### config.mk
export PLATFORM = sky130hd
export DESIGN_NAME = imuldiv_int_mul_iterative_param
export DESIGN_NICKNAME = d
export VERILOG_FILES = /design/src/rtl/imuldiv_int_mul_iterative_param_pkg.sv /design/src/rtl/imuldiv_int_mul_iterative_param_dpath.sv /design/src/rtl/imuldiv_int_mul_iterative_param.sv
export SDC_FILE = /design/constraint.sdc
export NUM_CORES = 1
export LEC_CHECK = 0
export CAP_MARGIN = 10
export CORE_MARGIN = 4
export CORE_UTILIZATION = 35
export DETAILED_ROUTE_END_ITERATION = 10
export DONT_BUFFER_PORTS = 1
export GPL_ROUTABILITY_DRIVEN = 0
export HOLD_SLACK_MARGIN = 0.06
export SLEW_MARGIN = 15
export SYNTH_ARGS = -nofsm -noshare
export SYNTH_HDL_FRONTEND = slang
export SYNTH_HIERARCHICAL = 1
export SYNTH_SLANG_ARGS = --single-unit
### constraint.sdc
create_clock -name clk -period 4.1 [get_ports clk]
set_input_delay 0.205 -clock clk [delete_from_list [all_inputs] [get_ports clk]]
set_output_delay 0.205 -clock clk [all_outputs]
set_load 0.05 [all_outputs]
### src/rtl/imuldiv_int_mul_iterative_param_pkg.sv
// Shared encodings for the parametrised iterative shift-add multiplier.
package imuldiv_int_mul_iterative_param_pkg;

  localparam logic [1:0] MODE_UU = 2'b00;
  localparam logic [1:0] MODE_SS = 2'b01;
  localparam logic [1:0] MODE_SU = 2'b10;

  typedef enum logic [1:0] {
    ST_IDLE = 2'b00,
    ST_CALC = 2'b01,
    ST_DONE = 2'b10
  } state_e;

  // Width of the CALC step counter; must hold W-1.
  function automatic int count_w(input int w);
    return (w > 1) ? $clog2(w) : 1;
  endfunction

endpackage

### src/rtl/imuldiv_int_mul_iterative_param_dpath.sv
// Datapath: operand magnitudes and signs, shift registers, accumulator and
// final sign application for the iterative multiplier.
module imuldiv_int_mul_iterative_param_dpath
  import imuldiv_int_mul_iterative_param_pkg::*;
#(
  parameter int W = 32
) (
  input  logic           clk,
  input  logic           reset,
  input  logic           load,
  input  logic           step,
  input  logic [W-1:0]   a,
  input  logic [W-1:0]   b,
  input  logic [1:0]     mode,
  output logic [2*W-1:0] result,
  output logic           b_next_zero
);

  logic [2*W-1:0] a_reg;
  logic [W-1:0]   b_reg;
  logic [2*W-1:0] acc;
  logic           neg;

  logic           sign_a_in;
  logic           sign_b_in;
  logic [W-1:0]   mag_a_in;
  logic [W-1:0]   mag_b_in;

  // Negating a zero magnitude yields zero, so a zero product never picks up a sign.
  function automatic logic [2*W-1:0] apply_sign(input logic [2*W-1:0] mag,
                                                input logic neg_in);
    return neg_in ? -mag : mag;
  endfunction

  // Mode 11 falls through as unsigned; the most-negative value negates to 2^(W-1).
  always_comb begin
    sign_a_in = ((mode == MODE_SS) || (mode == MODE_SU)) && a[W-1];
    sign_b_in = (mode == MODE_SS) && b[W-1];
    mag_a_in  = sign_a_in ? -a : a;
    mag_b_in  = sign_b_in ? -b : b;
  end

  always_ff @(posedge clk) begin
    if (!reset) begin
      a_reg <= '0;
      b_reg <= '0;
      acc   <= '0;
      neg   <= 1'b0;
    end else if (load) begin
      a_reg <= {{W{1'b0}}, mag_a_in};
      b_reg <= mag_b_in;
      acc   <= '0;
      neg   <= sign_a_in ^ sign_b_in;
    end else if (step) begin
      if (b_reg[0]) acc <= acc + a_reg;
      a_reg <= a_reg << 1;
      b_reg <= b_reg >> 1;
    end
  end

  assign b_next_zero = (b_reg[W-1:1] == '0);
  assign result      = apply_sign(acc, neg);

endmodule

### src/rtl/imuldiv_int_mul_iterative_param.sv
// Iterative shift-add multiplier top: val/rdy handshake, FSM and step counter.
module imuldiv_int_mul_iterative_param
  import imuldiv_int_mul_iterative_param_pkg::*;
#(
  parameter int W          = 32,
  parameter int EARLY_EXIT = 1
) (
  input  logic           clk,
  input  logic           reset,
  input  logic [W-1:0]   mulreq_msg_a,
  input  logic [W-1:0]   mulreq_msg_b,
  input  logic [1:0]     mulreq_msg_mode,
  input  logic           mulreq_val,
  output logic           mulreq_rdy,
  output logic [2*W-1:0] mulresp_msg_result,
  output logic           mulresp_val,
  input  logic           mulresp_rdy
);

  localparam int CNT_W = count_w(W);

  state_e           state;
  state_e           state_next;
  logic [CNT_W-1:0] count;
  logic [CNT_W-1:0] count_next;
  logic             load;
  logic             step;
  logic             b_next_zero;

  always_ff @(posedge clk) begin
    if (!reset) begin
      state <= ST_IDLE;
      count <= '0;
    end else begin
      state <= state_next;
      count <= count_next;
    end
  end

  // Handshake outputs are gated by reset so nothing is offered while it is held low.
  always_comb begin
    state_next  = state;
    count_next  = count;
    mulreq_rdy  = 1'b0;
    mulresp_val = 1'b0;
    load        = 1'b0;
    step        = 1'b0;
    case (state)
      ST_IDLE: begin
        mulreq_rdy = reset;
        if (mulreq_val && reset) begin
          load       = 1'b1;
          count_next = '0;
          state_next = ST_CALC;
        end
      end
      ST_CALC: begin
        step       = 1'b1;
        count_next = count + CNT_W'(1);
        if ((count == CNT_W'(W - 1)) || ((EARLY_EXIT != 0) && b_next_zero))
          state_next = ST_DONE;
      end
      ST_DONE: begin
        mulresp_val = reset;
        if (mulresp_rdy) state_next = ST_IDLE;
      end
      default: state_next = ST_IDLE;
    endcase
  end

  imuldiv_int_mul_iterative_param_dpath #(
    .W (W)
  ) u_dpath (
    .clk         (clk),
    .reset       (reset),
    .load        (load),
    .step        (step),
    .a           (mulreq_msg_a),
    .b           (mulreq_msg_b),
    .mode        (mulreq_msg_mode),
    .result      (mulresp_msg_result),
    .b_next_zero (b_next_zero)
  );

endmodule

==> results of run 1 <==
-- metal layers --
layer,part of all wire (%),vias to the layer above
li1,-,6171
met1,46,5786
met2,45,390
met3,8.2,37
met4,1.2,0
met5,0,-
-- worst max-delay path, stage by stage, from the launching register on --
cell,delay (ns)
dfxtp_2,0.32
or4_4,0.52
or3_4,0.38
or4_4,0.43
nand2b_4,0.16
or3_4,0.34
or4_4,0.43
or4b_4,0.50
or4_4,0.50
o31ai_4,0.28
xnor2_4,0.24
-- metrics by stage --
stage / total power [uW] / area, um^2 / setup WS, ns / std cells
after floorplan: 2280 / 12900 / -0.259 / 1656
after global placement: 2430 / 14000 / -0.327 / 2125
after detailed placement: 2440 / 14100 / -0.316 / 2125
after CTS: 4160 / 15400 / -0.668 / 2218
after global routing: 4320 / 15500 / -0.748 / 2220
final: 4150 / 15500 / -0.641 / 2220
-- report_power, final --
group | leakage (uW) | internal, uW | switching (uW)
logic | 0.00505 | 328 | 435
clock network | 0.000280 | 865 | 782
registers | 0.00136 | 1680 | 58.2
total | 0.00669 | 2880 | 1280
-- cells in the mapped netlist (all sizes together), types with 2 or more instances --
| library cell | number | area share [%] |
|---|---|---|
| a31o | 4 | 0.27 |
| nor3b | 7 | 0.45 |
| a21o | 20 | 1.2 |
| xnor2 | 118 | 8.0 |
| or4 | 15 | 0.99 |
| o311a | 8 | 0.62 |
| or3 | 20 | 1.1 |
| mux2i | 96 | 7.5 |
| nor4 | 23 | 1.1 |
| clkbuf | 82 | 2.4 |
| a31oi | 12 | 0.58 |
| o31ai | 33 | 2.0 |
| dfxtp | 168 | 26 |
| nor2b | 22 | 1.1 |
| o221ai | 2 | 0.14 |
| a21oi | 160 | 6.3 |
| ha | 69 | 6.7 |
| a21boi | 7 | 0.41 |
| nand2b | 10 | 0.55 |
| a221oi | 2 | 0.14 |
| a22oi | 4 | 0.23 |
| and3 | 12 | 0.58 |
| nor2 | 122 | 3.6 |
| nand2 | 223 | 6.5 |
| or2 | 2 | 0.097 |
| nand4 | 23 | 1.1 |
| o211ai | 11 | 0.64 |
| a211oi | 9 | 0.56 |
| o211a | 35 | 2.7 |
| inv | 33 | 0.96 |
| nor3 | 41 | 1.6 |
| nand3 | 14 | 0.55 |
| a311oi | 2 | 0.14 |
| a41oi | 2 | 0.14 |
| xor2 | 49 | 3.3 |
| o21ai | 105 | 4.1 |
| and2 | 10 | 0.49 |
| o41ai | 15 | 1.0 |
| buf | 15 | 0.50 |
| nand4b | 2 | 0.14 |
| o21bai | 15 | 0.91 |
| o21a | 14 | 0.82 |
-- how the worst max path moves through the flow --
| stage | startpoint | to |
|---|---|---|
| 3_5_place_dp | u_dpath/acc[16] | mulresp_msg_result[54] |
| 5_1_grt | u_dpath/acc[16] | mulresp_msg_result[62] |
| 4_1_cts | u_dpath/acc[16] | mulresp_msg_result[54] |
| 3_3_place_gp | u_dpath/acc[16] | mulresp_msg_result[54] |
| 6_report | u_dpath/acc[16] | mulresp_msg_result[54] |
| 2_1_floorplan | u_dpath/acc[16] | mulresp_msg_result[54] |
-- kinds of logic (layout without fill, tap and decap cells) --
logic type	after synthesis	in the layout	share of synthesized area, %
AO/OA/AOI/OAI	470	470	23.6
XOR/XNOR	167	167	11.4
adder cells (fa/ha/maj)	70	70	6.88
buffers and inverters	130	233	3.86
flip-flops	168	168	26.2
multiplexers	97	97	7.57
AND/OR/NAND/NOR	554	554	20.5
-- cell type report --
cell class | instances | area [um^2] | area share [%]
clock buffer | 17 | 425 | 2.75
clock inverter | 15 | 158 | 1.02
inverter | 33 | 124 | 0.800
multi-input combinational | 1358 | 9280 | 59.9
sequential | 168 | 3370 | 21.7
tap | 461 | 577 | 3.72
timing repair buffer | 168 | 1560 | 10.1
-- timing repair --
action	4_1_cts	5_1_grt
endpoints found under the hold margin	72	0
pin swaps	7	3
resized for setup	17	16
buffers inserted	3	2
hold buffers	58	0
setup endpoints to repair	11	14
==> impl_metrics.tcl, run 1 <==
set metrics [dict create \
    grt_busiest_layer "met2" \
    num_rows 69 \
    post_drt_wl_per_cell_um 17.8 \
    viasPerCell 5.58 \
    fmax_mhz 211 \
    violations "setup timing" \
    synth_seq_cells 168 \
    first_global_vias 11600 \
    drt_iter0_drc 847 \
    htree_num_levels 4 \
    holdPathEnd "count[0]" \
    yosysWarnings 6 \
    grt_util_met1_pct 26.2 \
    ir_drop_mv 0.251 \
    post-route-min-period_ns 4.74 \
    cp_max_fo 3 \
    grt_max_degree 83 \
    reg2reg_to "u_dpath/acc[62]" \
    areaGrowthSynthToFinish_pct 20.5 \
    fin_setup_tns_ns -2.81 \
    rsz0062_at_grt "true" \
    crit_path_start_kind "flip-flop" \
    reg2regPathDepth 15 \
    syn_inst 1656 \
    hold_ws_ns 0.0770 \
    core_um2 35900 \
    drive_gt1_share_pct 12.0 \
    antenna_left 0 \
    pwr_density_cell_nw_per_um2 268 \
    cts-root-buf "clkbuf_16" \
    status "finished with violations" \
    use_met3_pct 4.86 \
    ios 136 \
    clk_latency_ns 0.44 \
    criticalPathCategory "reg -> out" \
    setup-violations-final 5 \
    slew_headroom_pct 21.9 \
    cts_buffers 17 \
    io_buffers 0 \
    antenna_found_initial 0 \
    gr-usage-all-layers_pct 19.1 \
    clock_sinks 168 \
    fp.dieW_um 200 \
    hold_class "in -> reg" \
    drt_drc_violations_left 0 \
    antennaDiodeCount 0 \
    fin_crit_sh_pct 116 \
    final_core_util_pct 43.1 \
    firstDrtPassIters 5 \
    syn-cell-area_um2 12800 \
    final_cell_mix "nand2_1 (221), dfxtp_1 (165), a21oi_1 (159)" \
    cts_tree "built" \
    gr-total-overflow 0 \
    nNetsFinal 1886 \
    slew_violations 0 \
    totalWireLength_um 39400 \
    ys.flop_type "dfxtp_1" \
    hold_violations 0 \
    setup_slack_ns -0.641 \
    synth_edf_count 0 \
    end_kind "output port" \
    crit_required_ns 3.89 \
    via_count 12400 \
    dpl.hpwl_um 29000 \
    synth_area_per_cell_um2 7.76 \
    ys_types 74 \
    path_clk_slew_ns 0.08 \
    fillerInstances 3550 \
    crit_arrival_ns 4.54 \
    p_leak_uw 0.00669 \
    worstHoldStart "mulreq_val" \
    fin_worst_skew_ns 0.0117 \
    syn_nets 1796 \
    reg2reg_slack_ns 0.19 \
    start_util_pct 35.8 \
    grt_use_met2_pct 30.5 \
    final_common_cell "nand2_1" \
    reg2reg_from "u_dpath/acc[0]" \
    yosysSeqAreaShare_pct 26.2 \
    async_flop_share_pct 0 \
    die_h_um 200 \
    grt_first_pass_wirelength_um 61800 \
    worst_pin_slew_ns 1.17 \
    cap_violations 0 \
    hold-path-cell-count 3 \
    die_area_um2 39800 \
    clk_path_buf_depth 2 \
]
Power figures use the tool's default switching activity.
==> inputs of run 2 (changes only) <==
--- a/config.mk
+++ b/config.mk
@@ -6,8 +6,9 @@
 export NUM_CORES = 1
 export LEC_CHECK = 0
 export CAP_MARGIN = 10
+export CORE_ASPECT_RATIO = 0.7
 export CORE_MARGIN = 4
-export CORE_UTILIZATION = 35
+export CORE_UTILIZATION = 46
 export DETAILED_ROUTE_END_ITERATION = 10
 export DONT_BUFFER_PORTS = 1
 export GPL_ROUTABILITY_DRIVEN = 0
==> constraint.sdc (replaced) <==
create_clock -name clk -period 4.1 [get_ports clk]
set_input_delay 0.82 -clock clk [delete_from_list [all_inputs] [get_ports clk]]
set_output_delay 0.82 -clock clk [all_outputs]
set_load 0.05 [all_outputs]
==> run 2 against run 1 <==
The run still ends with setup timing left; largest power group is now the clock network; first-iteration DRC count up 26%; sequential power about the same; highest routed layer unchanged; non-clock buffer count down 15; clock power up 6%; worst hold slack better by 0.43 ns.
==> impl_metrics.tcl, run 2 (synthesis results as in run 1) <==
set metrics [dict create \
    status "finished with violations" \
    violations "setup timing" \
    via_count 12200 \
    slew_headroom_pct 36.0 \
    pwr_density_cell_nw_per_um2 276 \
    areaGrowthSynthToFinish_pct 20.2 \
    crit_path_start_kind "flip-flop" \
    final_cell_mix "nand2_1 (219), dfxtp_1 (164), a21oi_1 (159)" \
    core_um2 27100 \
    p_leak_uw 0.00673 \
    placed_area_um2 14500 \
    hold_violations 0 \
    clk_latency_ns 0.45 \
    slowest_stage "or4_4" \
    setup_slack_ns -1.33 \
    total_power_uw 4250 \
    viasPerCell 5.80 \
    fp.dieW_um 208 \
    cp_max_fo 3 \
    post-route-min-period_ns 5.43 \
    rsz0062_at_grt "true" \
    worstHoldStart "count[2]" \
    reg2reg_slack_ns 0.24 \
    start_util_pct 47.4 \
    ir_drop_mv 0.276 \
    slew_violations 0 \
    p_seq_share_pct 40.7 \
    reg2reg_to "u_dpath/acc[58]" \
    gr-usage-all-layers_pct 24.0 \
    reg2reg_from "u_dpath/acc[0]" \
    crit_arrival_ns 4.61 \
    ios 136 \
    end_kind "output port" \
    gr-total-overflow 0 \
    antennaDiodeCount 0 \
    antenna_found_initial 0 \
    dpl.cell_count 2068 \
    reg2regPathDepth 16 \
    io_buffers 0 \
    cts-root-buf "clkbuf_16" \
    post_drt_wl_per_cell_um 18.2 \
    drive_gt1_share_pct 15.1 \
    num_rows 50 \
    fin_crit_sh_pct 132 \
    grt_max_degree 90 \
    drt_iter0_drc 1067 \
    holdPathEnd "count[2]" \
    fin_worst_skew_ns 0.0131 \
    criticalPathCategory "reg -> out" \
    final_common_cell "nand2_1" \
    clk_path_buf_depth 2 \
    hold-path-cell-count 2 \
    path_clk_slew_ns 0.07 \
    die_h_um 148 \
    htree_num_levels 4 \
    power_switching_uw 1190 \
    p_int_uw 3070 \
    firstDrtPassIters 5 \
    path_cells "or4_4 > or3_4 > or4_4 > nand2b_4 > or3_4 > or4_4 > or4b_4 > or4_4 > o21ai_1 > xnor2_2" \
    stdcell_area_um2 15400 \
    cap_violations 0 \
    final_cells 2107 \
    antenna_left 0 \
    nNetsFinal 1871 \
    swShare_pct 27.9 \
    clock_sinks 168 \
    power.share.clock_pct 41.2 \
    fmax_mhz 184 \
    dpl.hpwl_um 29400 \
    die_area_um2 30700 \
    cpMostUsedCell "or4_4" \
    first_global_vias 11300 \
    multiInputGateArea_um2 9490 \
    critPathMaxStageDelay_ns 0.52 \
    cts_buffers 17 \
    grt_first_pass_wirelength_um 60900 \
    fillerInstances 2552 \
    hold_class "reg -> reg" \
    drt_drc_violations_left 0 \
    comb_power_share_pct 18.2 \
    seq_area_um2 3370 \
    worst_pin_slew_ns 0.953 \
    totalWireLength_um 38400 \
    setup-violations-final 21 \
    crit_required_ns 3.28 \
    cts_tree "built" \
]
-- run 2: cell types whose count changed in the layout (fill, tap and decap cells not counted), sizes merged --
cell,previous run,this run
bufbuf,2,1
buf,109,152
inv,42,34
dlygate4sd3,57,0
clkbuf,17,21
bufinv,1,4
-- run 2: worst max-delay path by stage --
| stage | from | end | slack [ns] | cells past startpoint |
|---|---|---|---|---|
| floorplan | u_dpath/acc[16] | mulresp_msg_result[54] | -0.87 | 10 |
| global placement | u_dpath/acc[16] | mulresp_msg_result[54] | -0.95 | 10 |
| detailed placement | u_dpath/acc[16] | mulresp_msg_result[54] | -0.97 | 10 |
| finish | u_dpath/acc[17] | mulresp_msg_result[62] | -1.33 | 10 |
| global route | u_dpath/acc[17] | mulresp_msg_result[62] | -1.40 | 10 |
| CTS | u_dpath/acc[16] | mulresp_msg_result[54] | -1.32 | 10 |
-- run 2: routing by layer --
metal,GRT usage [%],up-vias,part of all wire (%)
met5,0,-,0
met4,4.69,0,0.94
met3,4.14,22,5.5
met2,36.0,297,42
met1,36.5,5774,51
li1,-,6137,-
-- run 2: area by class of cell --
class,instances,share of cell area [%]
flip-flops and latches,168,21.8
clock buffers,21,2.98
well taps,364,2.95
clock inverters,10,1.09
multi-input cells,1358,61.4
inverters,33,0.802
repair buffers,153,8.94
-- run 2: worst max-delay path: cells and delay by family (launching register included) --
kind	cells	cell delay, ns
compound gates	1	0.25
xor+xnor	1	0.30
flops	1	0.31
simple gates	8	3.29
-- run 2: per-stage QoR --
| step | worst slack (ns) | hold slack, ns | setup TNS (ns) | utilization, % |
|---|---|---|---|---|
| 5_1_grt | -1.40 | 0.511 | -13.54 | 57.0 |
| 3_5_place_dp | -0.969 | 0.497 | -5.42 | 53.4 |
| 3_3_place_gp | -0.948 | 0.486 | -5.27 | 53.4 |
| 6_report | -1.33 | 0.509 | -11.71 | 57.0 |
| 2_1_floorplan | -0.873 | 0.462 | -3.64 | - |
| 4_1_cts | -1.32 | 0.496 | -11.46 | 56.5 |
-- run 2: timing repair --
item                                    4_1_cts  5_1_grt
endpoints found under the setup margin       28       33
pin swaps                                    31       20
setup buffers                                 3        5
hold buffers                                  0        0
gates resized for setup                      36       23
-- run 2: power groups by stage --
stage          Clock, uW  Sequential [uW]  Combinational [uW]
3_3_place_gp           0             1770                 708
6_report            1750             1730                 773
5_1_grt             1850             1740                 831
2_1_floorplan          0             1750                 542
3_5_place_dp           0             1770                 715
4_1_cts             1790             1730                 745
